<file path="src/rtl/line_clear_ctrl.sv">
`default_nettype none
// +--------------------------------------------------------------------------+
// | Module      : line_clear_ctrl                                            |
// | Description : Board-row memory sequencer run after a piece lands. It     |
// |               merges the four piece cells into the board, compacts full  |
// |               rows bottom-up, zero-fills the top and then pulses done.   |
// | Revision    : 1.0 - initial release                                      |
// +--------------------------------------------------------------------------+
module line_clear_ctrl #(
   parameter int ROWS   = 20,
   parameter int COLS   = 10,
   parameter int CELL_W = 3,
   parameter int AW     = 5
) (
   input  logic                     Clk,
   input  logic                     Reset_n,
   input  logic                     restart,
   input  logic                     lock_req,
   input  logic [19:0]              lock_x,
   input  logic [19:0]              lock_y,
   input  logic [CELL_W-1:0]        lock_color,
   output logic                     busy,
   output logic                     done,
   output logic [2:0]               lines_cleared,
   output logic [15:0]              total_lines,
   output logic                     top_out,
   output logic [AW-1:0]            row_addr,
   output logic                     row_re,
   input  logic [COLS*CELL_W-1:0]   row_rdata,
   output logic                     row_we,
   output logic [COLS*CELL_W-1:0]   row_wdata
);

   localparam logic [4:0] c_COLS5 = 5'(COLS);
   localparam logic [4:0] c_ROWS5 = 5'(ROWS);

   typedef enum logic [2:0] {
      S_IDLE = 3'd0,
      S_PRD  = 3'd1,
      S_PWR  = 3'd2,
      S_SRD  = 3'd3,
      S_SEV  = 3'd4,
      S_FILL = 3'd5,
      S_DONE = 3'd6
   } state_t;

   state_t                r_state;
   logic [19:0]           r_x;
   logic [19:0]           r_y;
   logic [CELL_W-1:0]     r_color;
   logic [1:0]            r_idx;
   logic [4:0]            r_col;
   logic                  r_cell_ok;
   logic [AW-1:0]         r_rd;
   logic [AW-1:0]         r_wr;
   logic [AW-1:0]         r_cnt;
   logic                  r_busy;
   logic                  r_done;
   logic [2:0]            r_lines;
   logic [15:0]           r_total;
   logic                  r_top;
   logic [AW-1:0]         r_row_addr;
   logic                  r_row_re;

   logic [19:0]           w_src_x;
   logic [19:0]           w_src_y;
   logic [1:0]            w_nidx;
   logic [4:0]            w_cx;
   logic [4:0]            w_cy;
   logic                  w_cok;
   logic [AW-1:0]         w_caddr;
   logic                  w_full;
   logic [COLS*CELL_W-1:0] w_merged;
   logic [AW-1:0]         w_cnt_nxt;
   logic [16:0]           w_sum;
   logic [15:0]           w_total_sat;

   assign busy          = r_busy;
   assign done          = r_done;
   assign lines_cleared = r_lines;
   assign total_lines   = r_total;
   assign top_out       = r_top;
   assign row_addr      = r_row_addr;
   assign row_re        = r_row_re;

   // Select the next piece cell: cell 0 straight from the inputs at accept, later cells from the latched copy
   always_comb begin
      w_src_x = (r_state == S_IDLE) ? lock_x : r_x;
      w_src_y = (r_state == S_IDLE) ? lock_y : r_y;
      w_nidx  = (r_state == S_IDLE) ? 2'd0 : (r_idx + 2'd1);
      case (w_nidx)
         2'd0:    begin w_cx = w_src_x[4:0];   w_cy = w_src_y[4:0];   end
         2'd1:    begin w_cx = w_src_x[9:5];   w_cy = w_src_y[9:5];   end
         2'd2:    begin w_cx = w_src_x[14:10]; w_cy = w_src_y[14:10]; end
         default: begin w_cx = w_src_x[19:15]; w_cy = w_src_y[19:15]; end
      endcase
      w_cok   = (w_cx < c_COLS5) && (w_cy < c_ROWS5);
      w_caddr = AW'(w_cy);
   end

   // Row full detection and piece-cell merge on the returned read data
   always_comb begin
      w_full   = 1'b1;
      w_merged = row_rdata;
      for (int c = 0; c < COLS; c++) begin
         if (row_rdata[c*CELL_W +: CELL_W] == '0) w_full = 1'b0;
         if (r_col == 5'(c)) w_merged[c*CELL_W +: CELL_W] = r_color;
      end
   end

   // Row count including the row under evaluation, and the saturating running total
   always_comb begin
      w_cnt_nxt   = r_cnt + {{(AW-1){1'b0}}, w_full};
      w_sum       = {1'b0, r_total} + {{(17-AW){1'b0}}, r_cnt};
      w_total_sat = w_sum[16] ? 16'hFFFF : w_sum[15:0];
   end

   // Write strobe and data depend on the same-cycle read data (1-cycle RAM read latency, 2-cycle budget)
   always_comb begin
      row_we    = 1'b0;
      row_wdata = '0;
      case (r_state)
         S_PWR: begin
            row_we = r_cell_ok;
            if (r_cell_ok) row_wdata = w_merged;
         end
         S_SEV: begin
            row_we = ~w_full;
            if (!w_full) row_wdata = row_rdata;
         end
         S_FILL: begin
            row_we = 1'b1;
         end
         default: begin
            row_we = 1'b0;
         end
      endcase
   end

   // Sequencer: merge piece, scan/compact rows, zero-fill the top, report
   always_ff @(posedge Clk or negedge Reset_n) begin
      if (!Reset_n) begin
         r_state    <= S_IDLE;
         r_x        <= '0;
         r_y        <= '0;
         r_color    <= '0;
         r_idx      <= '0;
         r_col      <= '0;
         r_cell_ok  <= 1'b0;
         r_rd       <= '0;
         r_wr       <= '0;
         r_cnt      <= '0;
         r_busy     <= 1'b0;
         r_done     <= 1'b0;
         r_lines    <= '0;
         r_total    <= '0;
         r_top      <= 1'b0;
         r_row_addr <= '0;
         r_row_re   <= 1'b0;
      end else begin
         case (r_state)
            S_IDLE: begin
               if (restart) begin
                  r_total <= '0;
                  r_top   <= 1'b0;
               end
               if (lock_req) begin
                  r_x        <= lock_x;
                  r_y        <= lock_y;
                  r_color    <= lock_color;
                  r_idx      <= 2'd0;
                  r_rd       <= AW'(ROWS-1);
                  r_wr       <= AW'(ROWS-1);
                  r_cnt      <= '0;
                  r_busy     <= 1'b1;
                  r_cell_ok  <= w_cok;
                  r_col      <= w_cx;
                  r_row_re   <= w_cok;
                  r_row_addr <= w_caddr;
                  r_state    <= S_PRD;
               end
            end
            S_PRD: begin
               r_row_re <= 1'b0;
               r_state  <= S_PWR;
            end
            S_PWR: begin
               if (r_idx == 2'd3) begin
                  r_row_re   <= 1'b1;
                  r_row_addr <= r_rd;
                  r_state    <= S_SRD;
               end else begin
                  r_idx      <= r_idx + 2'd1;
                  r_cell_ok  <= w_cok;
                  r_col      <= w_cx;
                  r_row_re   <= w_cok;
                  r_row_addr <= w_caddr;
                  r_state    <= S_PRD;
               end
            end
            S_SRD: begin
               r_row_re   <= 1'b0;
               r_row_addr <= r_wr;
               r_state    <= S_SEV;
            end
            S_SEV: begin
               if (w_full) begin
                  r_cnt <= w_cnt_nxt;
               end else begin
                  r_wr <= r_wr - AW'(1);
                  if ((r_wr == '0) && (row_rdata != '0)) r_top <= 1'b1;
               end
               r_rd <= r_rd - AW'(1);
               if (r_rd == '0) begin
                  if (w_cnt_nxt == '0) begin
                     // Nothing cleared: no fill rows, report directly
                     r_done  <= 1'b1;
                     r_lines <= 3'd0;
                     r_state <= S_DONE;
                  end else begin
                     // Surviving rows end at row cnt, so the fill covers cnt-1 .. 0
                     r_wr       <= w_cnt_nxt - AW'(1);
                     r_row_addr <= w_cnt_nxt - AW'(1);
                     r_state    <= S_FILL;
                  end
               end else begin
                  r_row_re   <= 1'b1;
                  r_row_addr <= r_rd - AW'(1);
                  r_state    <= S_SRD;
               end
            end
            S_FILL: begin
               if (r_wr == '0) begin
                  r_done  <= 1'b1;
                  r_lines <= r_cnt[2:0];
                  r_total <= w_total_sat;
                  r_state <= S_DONE;
               end else begin
                  r_wr       <= r_wr - AW'(1);
                  r_row_addr <= r_wr - AW'(1);
               end
            end
            S_DONE: begin
               r_done  <= 1'b0;
               r_busy  <= 1'b0;
               r_state <= S_IDLE;
            end
            default: begin
               r_state <= S_IDLE;
            end
         endcase
      end
   end

endmodule
`default_nettype wire

</file>
<file path="config.mk">
export PLATFORM = sky130hd
export DESIGN_NAME = line_clear_ctrl
export DESIGN_NICKNAME = d
export VERILOG_FILES = /design/src/rtl/line_clear_ctrl.sv
export SDC_FILE = /design/constraint.sdc
export NUM_CORES = 1
export LEC_CHECK = 0
export BUFFER_PORTS_ARGS = -buffer_cell sky130_fd_sc_hd__clkbuf_2
export CAP_MARGIN = 20
export CORE_MARGIN = 1.5
export CORE_UTILIZATION = 37
export DETAILED_ROUTE_END_ITERATION = 7
export HOLD_SLACK_MARGIN = 0.12
export SYNTH_ARGS = -nofsm -noshare
export SYNTH_HDL_FRONTEND = slang
export SYNTH_SLANG_ARGS = --single-unit
</file>
<file path="constraint.sdc">
create_clock -name Clk -period 2.2 [get_ports Clk]
set_clock_uncertainty 0.2 [all_clocks]
set_input_delay 0.11 -clock Clk [delete_from_list [all_inputs] [get_ports Clk]]
set_output_delay 0.11 -clock Clk [all_outputs]
set_load 0.01 [all_outputs]
</file>
==> results of run 1 <==
[worst min-delay path, stage by stage]
cell           delay (ps)
dlygate4sd3_1         530
buf_4                 180
buf_12                220
[kinds of logic after synthesis]
kind of cell    synth area share
compound gates            0.2106
flops                     0.3998
xor+xnor                 0.01443
mux                       0.1395
simple gates              0.1671
fa+ha+maj                0.02803
buf+inv                  0.04039
[worst paths after layout]
path	start	endpoint	depth (start not counted)
min	Reset_n	total_lines[3]	3
max	r_col[2]	row_wdata[1]	6
min reg2reg	r_y[10]	r_y[10]	1
max in group asynchronous	Reset_n	r_col[0]	3
max reg2reg	r_cnt[0]	row_addr[1]	9
min in group Clk	row_rdata[12]	top_out	6
[flip-flops by register name, indices dropped and copies added (netlist names), 2 cells and up]
signal,flops
r_y,20
r_cnt,5
r_state,3
r_wr,5
total_lines,16
r_idx,2
r_color,3
row_addr,5
r_x,20
r_col,5
r_rd,5
lines_cleared,3
[metal layers]
layer / vias up / part of all wire / global-route usage
met5: - / 0 / 0
met4: 0 / 0.018 / 0.06787
met3: 30 / 0.041 / 0.05195
met2: 176 / 0.53 / 0.3970
met1: 3039 / 0.41 / 0.2700
li1: 2943 / - / -
[Yosys cell counts (5+ instances only)]
master    number  area, um2
inv_1         15      56.30
a21o_1        12      90.09
a31oi_1       11      68.82
o21ai_0       47      235.2
clkbuf_1      16      60.06
nand2_1       62      232.7
a21oi_1       30      150.1
and3_1         5      31.28
nand3_1       20      100.1
nand4_1        5      31.28
mux2_2        26      292.8
o211ai_1       5      37.54
buf_2         21      105.1
dfrtp_1       97       2427
mux2i_1       10      100.1
nor2b_1        5      31.28
a22o_1        39      341.6
nor2_1        37      138.9
nor3_1        27      135.1
nand2b_1       7      43.79
xnor2_1        6      52.55
o21ai_1        9      45.04
ha_1          12      150.1
mux2_1        19      214.0
mux4_2        10      225.2
[metrics by stage]
stage | setup TNS, ps | cell area (um2) | setup slack (ps) | power (mW) | instances
after global placement | -4924 | 7923 | -378.3 | 7.512 | 1055
after floorplan | -1969 | 6285 | -278.9 | 5.803 | 631
after detailed placement | -7085 | 7923 | -603.3 | 7.665 | 1055
after global routing | -3445 | 9449 | -147.4 | 10.67 | 1142
final | -526.9 | 9449 | -75.14 | 9.986 | 1142
after CTS | -608.5 | 9064 | -62.25 | 9.658 | 1132
[power by group through the flow]
stage | Sequential (mW) | Clock (mW) | Combinational, mW
2_1_floorplan | 2.76 | 0 | 3.04
3_3_place_gp | 2.93 | 0 | 4.58
3_5_place_dp | 2.96 | 0 | 4.70
4_1_cts | 2.93 | 1.55 | 5.17
5_1_grt | 3.06 | 1.63 | 5.97
6_report | 2.97 | 1.51 | 5.51
[placed cells by master, fill, tap and decap left out, drive strengths merged, types with 6 or more instances in the layout]
cell / n
nor2: 42
a21o: 12
nor3: 27
a22o: 39
nand2b: 8
inv: 19
clkbuf: 127
nand3: 21
o21ai: 56
xnor2: 6
a31oi: 11
mux2: 46
mux2i: 10
dfrtp: 97
a21oi: 31
ha: 12
buf: 153
mux4: 10
dlygate4sd3: 46
nand2: 62
[cell type report]
cell class,instances,area [um2],area share
inverters,18,75.07,0.007945
multi-input cells,479,4103,0.4342
repair buffers,316,2291,0.2425
clock inverters,6,48.80,0.005164
well taps,216,270.3,0.02860
flip-flops and latches,97,2432,0.2574
clock buffers,10,229.0,0.02423
[repair_timing]
action,in CTS,in global routing
gates cloned,0,1
pin swaps,27,49
resized for setup,69,106
endpoints found under the hold margin,153,0
hold buffers,47,0
buffers inserted,14,11
endpoints found under the setup margin,62,66
==> results by group, run 1 <==
Timing
  – Max Slew Vio Count: 0
  – Fin crit period: 2275 ps
  – Worst-Margin Slew: 524.3 ps
  – RSZ-0062 raised after global routing: yes
  – Final setup vio count: 15
  – Max-slew headroom at the worst pin: 0.6478
  – Final Hold Fails: 0
  – Min Hold Slack: 127.9 ps
  – Peak Freq: 439.5 MHz
  – Worst setup margin: -75.14 ps
  – Fin crit share: 1.034

Setup path
  – WP data arrival: 1970 ps
  – CP max stage delay: 400 ps
  – Critical path buffers and inverters: 2
  – CP top delay family: simple AND/OR/NAND/NOR gates
  – Crit-path slowest cell: or3_4
  – Crit start category: flip-flop
  – Crit path cell chain: or3_4 -> or2_4 -> nor3_4 -> buf_6 -> a22o_1 -> buf_2
  – Worst-path fanout max: 4
  – Data required time of the critical path: 1890 ps
  – Critical setup path kind: reg2out
  – Reg2Reg Setup Slack: -70 ps
  – Worst setup EP type: output port

Pwr
  – Sw Share: 0.3890
  – Int Pwr: 6.102 mW
  – Comb power frac: 0.551
  – Psw: 3.885 mW
  – Clock power frac: 0.151
  – Sequential share of power: 0.297
  – Pwr dens: 1057 mW/mm2
  – Max IR drop VDD: 760.3 uV
  – Leakage power: 4.257 nW

Floorplanning
  – I/O pin cnt: 136
  – Cell row count: 46
  – Die width: 131.1 um
  – Core area: 0.01594 mm2
  – Die area: 0.01718 mm2
  – Die height: 131.1 um
  – Initial Utilization: 0.3808

Logic synthesis
  – Count of cell types in the netlist: 73
  – Yosys Warn Count: 0
  – Synthesized netlist cell count: 631
  – Mapped Nets: 721
  – Flops & latches, synth: 97
  – Seq/Total Area, Yosys: 0.3998
  – Top_reg_cell synth: dfrtp_1
  – EDFF count, synth: 0
  – Post-Syn Area: 0.006071 mm2
  – Async SR Flop Fraction: 1.000
  – Mean Syn Cell Area: 9.621 um2

Route
  – Number of remaining DRC errors: 0
  – Via density: 5.419
  – Via Count: 6188
  – Wire per inst: 16.98 um
  – Initial DRC count: 286
  – Post-route ant nets: 0
  – Drt pass-1 iters: 5
  – WL final: 19390 um

CTS
  – CTS buffer count: 9
  – TritonCTS clock tree: done
  – H-tree depth: 3
  – Sink Count: 97
  – Clock-pin slew on the worst setup and hold paths: 70 ps
  – Worst-skew pair later-pin latency: 360 ps
  – CTS Buffer Depth: 2
  – CTS Root Cell: clkbuf_16

Run status
  – Status: finished with violations
  – Failing checks: negative setup slack

Placement
  – Hpwl dp: 14080 um
  – Placer Congestion: 0.8767
  – Number of I/O port buffers: 135

GRT
  – Vias in the first global route: 6203
  – First-pass GRT wire length: 30190 um
  – Grt total ovfl: 0
  – Total GRT Usage: 0.2239
  – Largest net degree at the start of global routing: 49
  – Initial antenna violation count: 0

Final layout
  – Number of antenna diodes: 0
  – Share of cells above drive strength 1: 0.4870
  – Fillers: 1389
  – Area Growth Syn to Fin: 55.65%
  – Final nets: 1011
  – Post-layout util: 0.5927

Job
  – Max Cap Viol: 0

Worst hold path
  – Path category of the worst min-delay check: in2async
No activity file was read; power rests on OpenSTA's default activity.
==> run 2, diff against run 1 <==
REMOVE_ABC_BUFFERS = 1   (was default)
==> run 2 against run 1 <==
The flow still finishes with violations (negative setup slack). Via count increased by 1.7%. Cell count rose by 0.44%. Core utilization grew 2.0 points. Design area is 3.5% higher. First-iteration DRC count increased by 72%. Sequential cell count stayed put. Total power increased by 2.2%. Critical endpoint is now row_wdata[7]. Largest power group unchanged. Highest routed layer unchanged.
==> results by group, run 2 (synthesis results as in run 1) <==
Run status
  – Status: finished with violations
  – Failing checks: negative setup slack

GRT
  – Largest net degree at the start of global routing: 44 (-10%)
  – Total GRT Usage: 0.2297 (+0.005794)
  – Initial antenna violation count: 0 (unchanged)
  – Grt total ovfl: 0 (unchanged)
  – First-pass GRT wire length: 30690 um (+1.6%)
  – Vias in the first global route: 6088 (-1.9%)

Pwr
  – Pwr dens: 1044 mW/mm2 (-1.3%)
  – Max IR drop VDD: 551.4 uV (-27%)
  – Leakage power: 4.344 nW (+2.1%)
  – Overall Power: 10.20 mW (+2.2%)

Timing
  – Max Slew Vio Count: 0 (unchanged)
  – Fin crit period: 2323 ps (+48.34 ps)
  – Worst-Margin Slew: 579.6 ps (+55.31 ps)
  – Final setup vio count: 37 (+22)
  – Max-slew headroom at the worst pin: 0.6136 (-0.03419)
  – RSZ-0062 raised after global routing: yes
  – Fin crit share: 1.056 (+0.02197)
  – Peak Freq: 430.4 MHz (-2.1%)
  – Final Hold Fails: 0 (unchanged)
  – Worst setup margin: -123.5 ps (-48.34 ps)

Final layout
  – Leading cell type in the layout, fill and taps excluded: buf_4
  – Commonest cells after routing, fill and taps aside: buf_4 (112), clkbuf_2 (99), dfrtp_1 (91), nand2_1 (55), dlygate4sd3_1 (48)
  – Area Growth Syn to Fin: 61.03%
  – Final nets: 1016 (+0.49%)
  – Number of antenna diodes: 0 (unchanged)
  – Non-Filler Cell Area, Final: 0.009776 mm2 (+3.5%)
  – Post-layout util: 0.6132 (+0.02048)
  – Share of cells above drive strength 1: 0.5134 (+0.02639)

Job
  – Max Cap Viol: 0 (unchanged)

Floorplanning
  – Core area: 0.01594 mm2 (unchanged)
  – Die area: 0.01718 mm2 (unchanged)
  – Cell row count: 46 (unchanged)
  – I/O pin cnt: 136 (unchanged)
  – Initial Utilization: 0.3808 (unchanged)
  – Die width: 131.1 um (unchanged)
  – Die height: 131.1 um (unchanged)

Route
  – Via density: 5.485 (+1.2%)
  – Post-route ant nets: 0 (unchanged)
  – Wire per inst: 18.07 um (+6.4%)
  – Initial DRC count: 493 (+72%)
  – Number of remaining DRC errors: 0 (unchanged)
  – Drt pass-1 iters: 5 (unchanged)
  – Via Count: 6291 (+1.7%)
  – WL final: 20720 um (+6.9%)

Setup path
  – CP max stage delay: 430 ps (+30 ps)
  – Crit start category: flip-flop
  – Worst r2r src: r_cnt[0]
  – Critical setup path kind: reg2out
  – Data required time of the critical path: 1890 ps (about the same)
  – Crit path from: r_col[3]
  – Crit-path slowest cell: dfrtp_1
  – Worst-path fanout max: 4 (unchanged)
  – Worst setup EP type: output port
  – Crit path cell chain: or3_4 -> or2_4 -> buf_12 -> nor2_4 -> a22o_1 -> buf_2
  – WP data arrival: 2010 ps (+40 ps)

CTS
  – Sink Count: 97 (unchanged)
  – Clock-pin slew on the worst setup and hold paths: 80 ps (about the same)
  – CTS buffer count: 9 (unchanged)
  – TritonCTS clock tree: done
  – CTS Root Cell: clkbuf_16
  – Worst-skew pair later-pin latency: 370 ps (about the same)
  – H-tree depth: 3 (unchanged)
  – CTS Buffer Depth: 2 (unchanged)

Worst hold path
  – Path category of the worst min-delay check: in2reg
  – Hold path startpoint: row_rdata[29]

Placement
  – Dpl cell area: 0.007706 mm2 (-2.7%)
  – Placer Congestion: 0.8940 (+2.0%)
  – Hpwl dp: 13790 um (-2.1%)
  – Number of I/O port buffers: 135 (unchanged)
-- run 2: cell types whose count changed in the layout (fill, tap and decap cells not counted), moves of 5 or more --
cell      change
clkbuf_2     -18
buf_4         -5
buf_6        +12
buf_2        +13
a21oi_2       +5
nor2_1        -5
a21oi_1       -7
nor2_4        +7
-- run 2: path summary, 6_finish.rpt --
| path | endpoint | slack [ps] | cells after the start |
|---|---|---|---|
| worst max-delay path | row_wdata[7] | -120 | 6 |
| worst min-delay path | top_out | 100 | 6 |
| worst max register to register | total_lines[1] | -120 | 10 |
| worst min register to register | r_x[5] | 290 | 1 |
| max in group asynchronous | r_col[0] | 470 | 4 |
| min in group asynchronous | total_lines[14] | 650 | 3 |
-- run 2: timing repair --
item | 4_1_cts | 5_1_grt
pin swaps | 51 | 89
setup endpoints to repair | 63 | 65
endpoints found under the hold margin | 153 | 0
hold buffers | 48 | 0
buffers inserted | 14 | 24
gates resized for setup | 113 | 169
-- run 2: worst max-delay path: cells and delay by family (launching register included) --
kind	cells	cell delay (ps)
AO/OA/AOI/OAI	1	160
buffers and inverters	2	270
AND/OR/NAND/NOR	3	800
flip-flops	1	430
-- run 2: area by class of cell --
type	count	area [um2]
clock buffers	11	232.7
clock inverters	5	40.04
fillers	1322	6167
inverters	18	75.07
multi-input cells	478	4299
flip-flops and latches	97	2435
well taps	216	270.3
repair buffers	322	2424
-- run 2: metal layers --
layer,track usage,vias up,share of wire
met5,0,-,0
met4,0.07951,0,0.019
met3,0.03693,35,0.045
met2,0.3800,176,0.50
met1,0.3066,3131,0.44
li1,-,2949,-
-- run 2: power by group --
part | internal, mW | switching, mW | leakage [nW] | total [mW]
clock | 0.777 | 0.754 | 0.134 | 1.53
combinational | 2.89 | 2.76 | 3.03 | 5.65
sequential | 2.44 | 0.585 | 1.18 | 3.02
total | 6.10 | 4.10 | 4.34 | 10.2
-- run 2: per-stage QoR --
stage	instances	hold WS (ps)	TNS (ps)	worst slack, ps
CTS	1126	126.3	-740.1	-99.34
finish	1147	101.4	-2615	-123.5
detailed placement	1049	-50.91	-13330	-674.8
global placement	1049	-63.07	-10890	-638.2
global route	1147	151.6	-5728	-239.3
floorplan	593	-385.6	-40300	-701.3
==> run 3, diff against run 2 <==
ABC_AREA = 1   (was default)
CORE_UTILIZATION = 50   (was 37)
GPL_ROUTABILITY_DRIVEN = 0   (was default)
PLACE_DENSITY = 0.77   (was default)
==> run 3 against run 2 <==
The flow still finishes with violations (negative setup slack). Largest cell class unchanged. Critical path type unchanged. Combinational power is 4% lower. Largest power group unchanged. Critical path depth up 2. Maximum frequency grew 5.0%. Clock power increased by 5%. Sequential share of layout area rose by 2.5 points. Die area is 24% lower. Total power down 1.9%. Highest routed layer unchanged.
==> results by group, run 3 <==
Run status
  – Status: finished with violations
  – Failing checks: negative setup slack

Setup path
  – Crit start category: flip-flop
  – Worst-path fanout max: 5 (+1)
  – Critical setup path kind: reg2out
  – WP data arrival: 1900 ps (-110 ps)
  – Crit path cell chain: nor2_4 -> nand2_4 -> nor2_4 -> buf_12 -> clkbuf_16 -> a21oi_2 -> o22ai_1 -> buf_2
  – Crit-path slowest cell: dfrtp_2
  – CP max stage delay: 460 ps (+30 ps)
  – Worst setup EP type: output port
  – Data required time of the critical path: 1890 ps (about the same)
  – Crit-path most repeated cell: nor2_4

CTS
  – CTS Root Cell: clkbuf_16
  – Clock-pin slew on the worst setup and hold paths: 80 ps (about the same)
  – H-tree depth: 3 (unchanged)
  – Sink Count: 97 (unchanged)
  – CTS Buffer Depth: 2 (unchanged)
  – Worst-skew pair later-pin latency: 370 ps (about the same)
  – TritonCTS clock tree: done
  – CTS buffer count: 9 (unchanged)

Final layout
  – Fillers: 880 (-33%)
  – Final nets: 1205 (+19%)
  – Number of antenna diodes: 0 (unchanged)
  – Area Growth Syn to Fin: 42.65%
  – Final Non-Filler Cells: 1288 (+12%)
  – Leading cell type in the layout, fill and taps excluded: nand2_1
  – Share of cells above drive strength 1: 0.3223 (-0.1911)
  – Commonest cells after routing, fill and taps aside: nand2_1 (239), inv_1 (112), clkbuf_2 (104), dfrtp_1 (94), buf_4 (63)

Logic synthesis
  – Post-Syn Area: 0.006211 mm2 (+2.3%)
  – Area leader, netlist: dfrtp_1
  – EDFF count, synth: 0 (unchanged)
  – Count of cell types in the netlist: 47 (-36%)
  – Synthesized netlist cell count: 869 (+38%)
  – Seq/Total Area, Yosys: 0.3908 (-0.009021)
  – Flops & latches, synth: 97 (unchanged)
  – Top_reg_cell synth: dfrtp_1
  – Yosys Warn Count: 0 (unchanged)
  – Synth top area share: 0.3908 (-0.009021)
  – Count leader, synth: nand2_1
  – Synth top area cells: dfrtp_1 (39%), nand2_1 (16%), inv_1 (7.2%), nand3_1 (5.2%), o21ai_0 (4.8%)
  – Post-synth top cells: nand2_1 (263), inv_1 (119), dfrtp_1 (97)
  – Mean Syn Cell Area: 7.147 um2 (-26%)
  – Async SR Flop Fraction: 1.000 (unchanged)

Floorplanning
  – Core area: 0.01206 mm2 (-24%)
  – Die width: 114.5 um (-13%)
  – Cell row count: 40 (-13%)
  – Die area: 0.01310 mm2 (-24%)
  – I/O pin cnt: 136 (unchanged)
  – Die height: 114.5 um (-13%)
  – Initial Utilization: 0.5149 (+0.1341)

GRT
  – Largest net degree at the start of global routing: 62 (+41%)
  – Initial antenna violation count: 0 (unchanged)
  – First-pass GRT wire length: 29560 um (-3.7%)
  – Vias in the first global route: 6308 (+3.6%)
  – Grt total ovfl: 0 (unchanged)
  – Total GRT Usage: 0.2850 (+0.05532)

Pwr
  – Max IR drop VDD: 865.5 uV (+57%)
  – Pwr dens: 1130 mW/mm2 (+8.3%)
  – Leakage power: 4.716 nW (+8.6%)

Route
  – Via density: 5.357 (-2.3%)
  – Initial DRC count: 606 (+23%)
  – Met2 wire length: 9336 um (-9.1%)
  – WL final: 18790 um (-9.3%)
  – Post-route ant nets: 0 (unchanged)
  – Drt pass-1 iters: 5 (unchanged)
  – Number of remaining DRC errors: 0 (unchanged)
  – Met3 wire length: 1239 um (+32%)
  – Wire per inst: 14.59 um (-19%)
  – Met1 Routed Length: 7762 um (-15%)
  – Top routing layer used: met4
  – Via Count: 6900 (+9.7%)

Timing
  – RSZ-0062 raised after global routing: yes
  – Fin crit period: 2213 ps (-110.2 ps)
  – Worst-Margin Slew: 575.2 ps (-4.341 ps)
  – Worst setup margin: -13.24 ps (+110.2 ps)
  – Peak Freq: 451.8 MHz (+5.0%)
  – Final Hold Fails: 0 (unchanged)
  – Max-slew headroom at the worst pin: 0.6165 (+0.002895)
  – Fin crit share: 1.006 (-0.05011)
  – Post-route setup TNS: -34.82 ps (+2580 ps)
  – Final setup vio count: 4 (-89%)
  – Max Slew Vio Count: 0 (unchanged)

Placement
  – Hpwl dp: 12550 um (-9.0%)
  – Inst Count DP: 1210 (+15%)
  – Number of I/O port buffers: 135 (unchanged)

Job
  – Max Cap Viol: 0 (unchanged)

Worst hold path
  – Path category of the worst min-delay check: in2reg
run 3: cell type report:
class	instances	area, um2	share of cell area
Clock buffer	10	239.0	0.02697
Clock inverter	6	60.06	0.006779
Inverter	132	503.0	0.05677
Multi-Input combinational cell	617	3573	0.4033
Sequential cell	97	2431	0.2744
Tap cell	168	210.2	0.02373
Timing Repair Buffer	258	1843	0.2080
run 3: logic make-up (layout without fill, tap and decap cells):
group | after synthesis | in the layout | synth area share
flip-flops | 97 | 97 | 0.3908
AND/OR/NAND/NOR | 436 | 436 | 0.3122
buffers and inverters | 155 | 406 | 0.1021
adder cells (fa/ha/maj) | 13 | 13 | 0.02740
XOR/XNOR | 12 | 12 | 0.01692
AO/OA/AOI/OAI | 156 | 156 | 0.1505
run 3: stage by stage:
step                power (mW)  hold slack (ps)  setup WS [ps]  utilization  area (um2)
floorplan                5.871           -385.6         -440.8            -        6075
global placement         7.475           -55.48         -427.2       0.6184        7458
detailed placement       7.593           -46.04         -562.1       0.6184        7458
CTS                      9.435            180.8         -21.50       0.6947        8379
global route             10.78            228.9         -145.5       0.7345        8860
finish                   10.01            161.8         -13.24       0.7345        8860
run 3: path summary, 6_finish.rpt:
check                                   start           end  slack, ps  cells after the start
worst max-delay path               r_state[2]  row_wdata[7]        -10                      8
worst min-delay path            row_rdata[13]       top_out        160                      6
worst max register to register       r_cnt[0]   row_addr[4]        -10                     14
worst min register to register        r_x[15]       r_x[15]        270                      2
max in group asynchronous             Reset_n      r_cnt[3]        510                      4
min in group asynchronous             Reset_n       r_rd[0]        630                      3
run 3: worst max-delay path, delay by kind of cell (launching register included):
family	cells	cell delay [ps]
buffers and inverters	3	450
flip-flops	1	460
AO/OA/AOI/OAI	2	220
AND/OR/NAND/NOR	3	420
run 3: per-layer routing:
| metal | up-vias | GRT usage |
|---|---|---|
| met4 | 0 | 0.1025 |
| met1 | 3248 | 0.3562 |
| li1 | 3324 | - |
| met2 | 288 | 0.4866 |
| met3 | 40 | 0.06088 |
| met5 | - | 0 |
run 3: timing repair:
| action | in CTS | in global routing |
|---|---|---|
| pin swaps | 13 | 27 |
| cloned | 0 | 2 |
| endpoints found under the setup margin | 61 | 63 |
| endpoints found under the hold margin | 150 | 0 |
| hold buffers | 47 | 0 |
| resized for setup | 43 | 121 |
| setup buffers | 3 | 10 |
run 3: report_power, final:
group	switching [mW]	leakage (nW)	internal [mW]	total, mW
Combinational	3.28	3.35	2.17	5.45
Sequential	0.462	1.22	2.48	2.95
Clock	0.779	0.150	0.835	1.61
Total	4.52	4.72	5.49	10.0
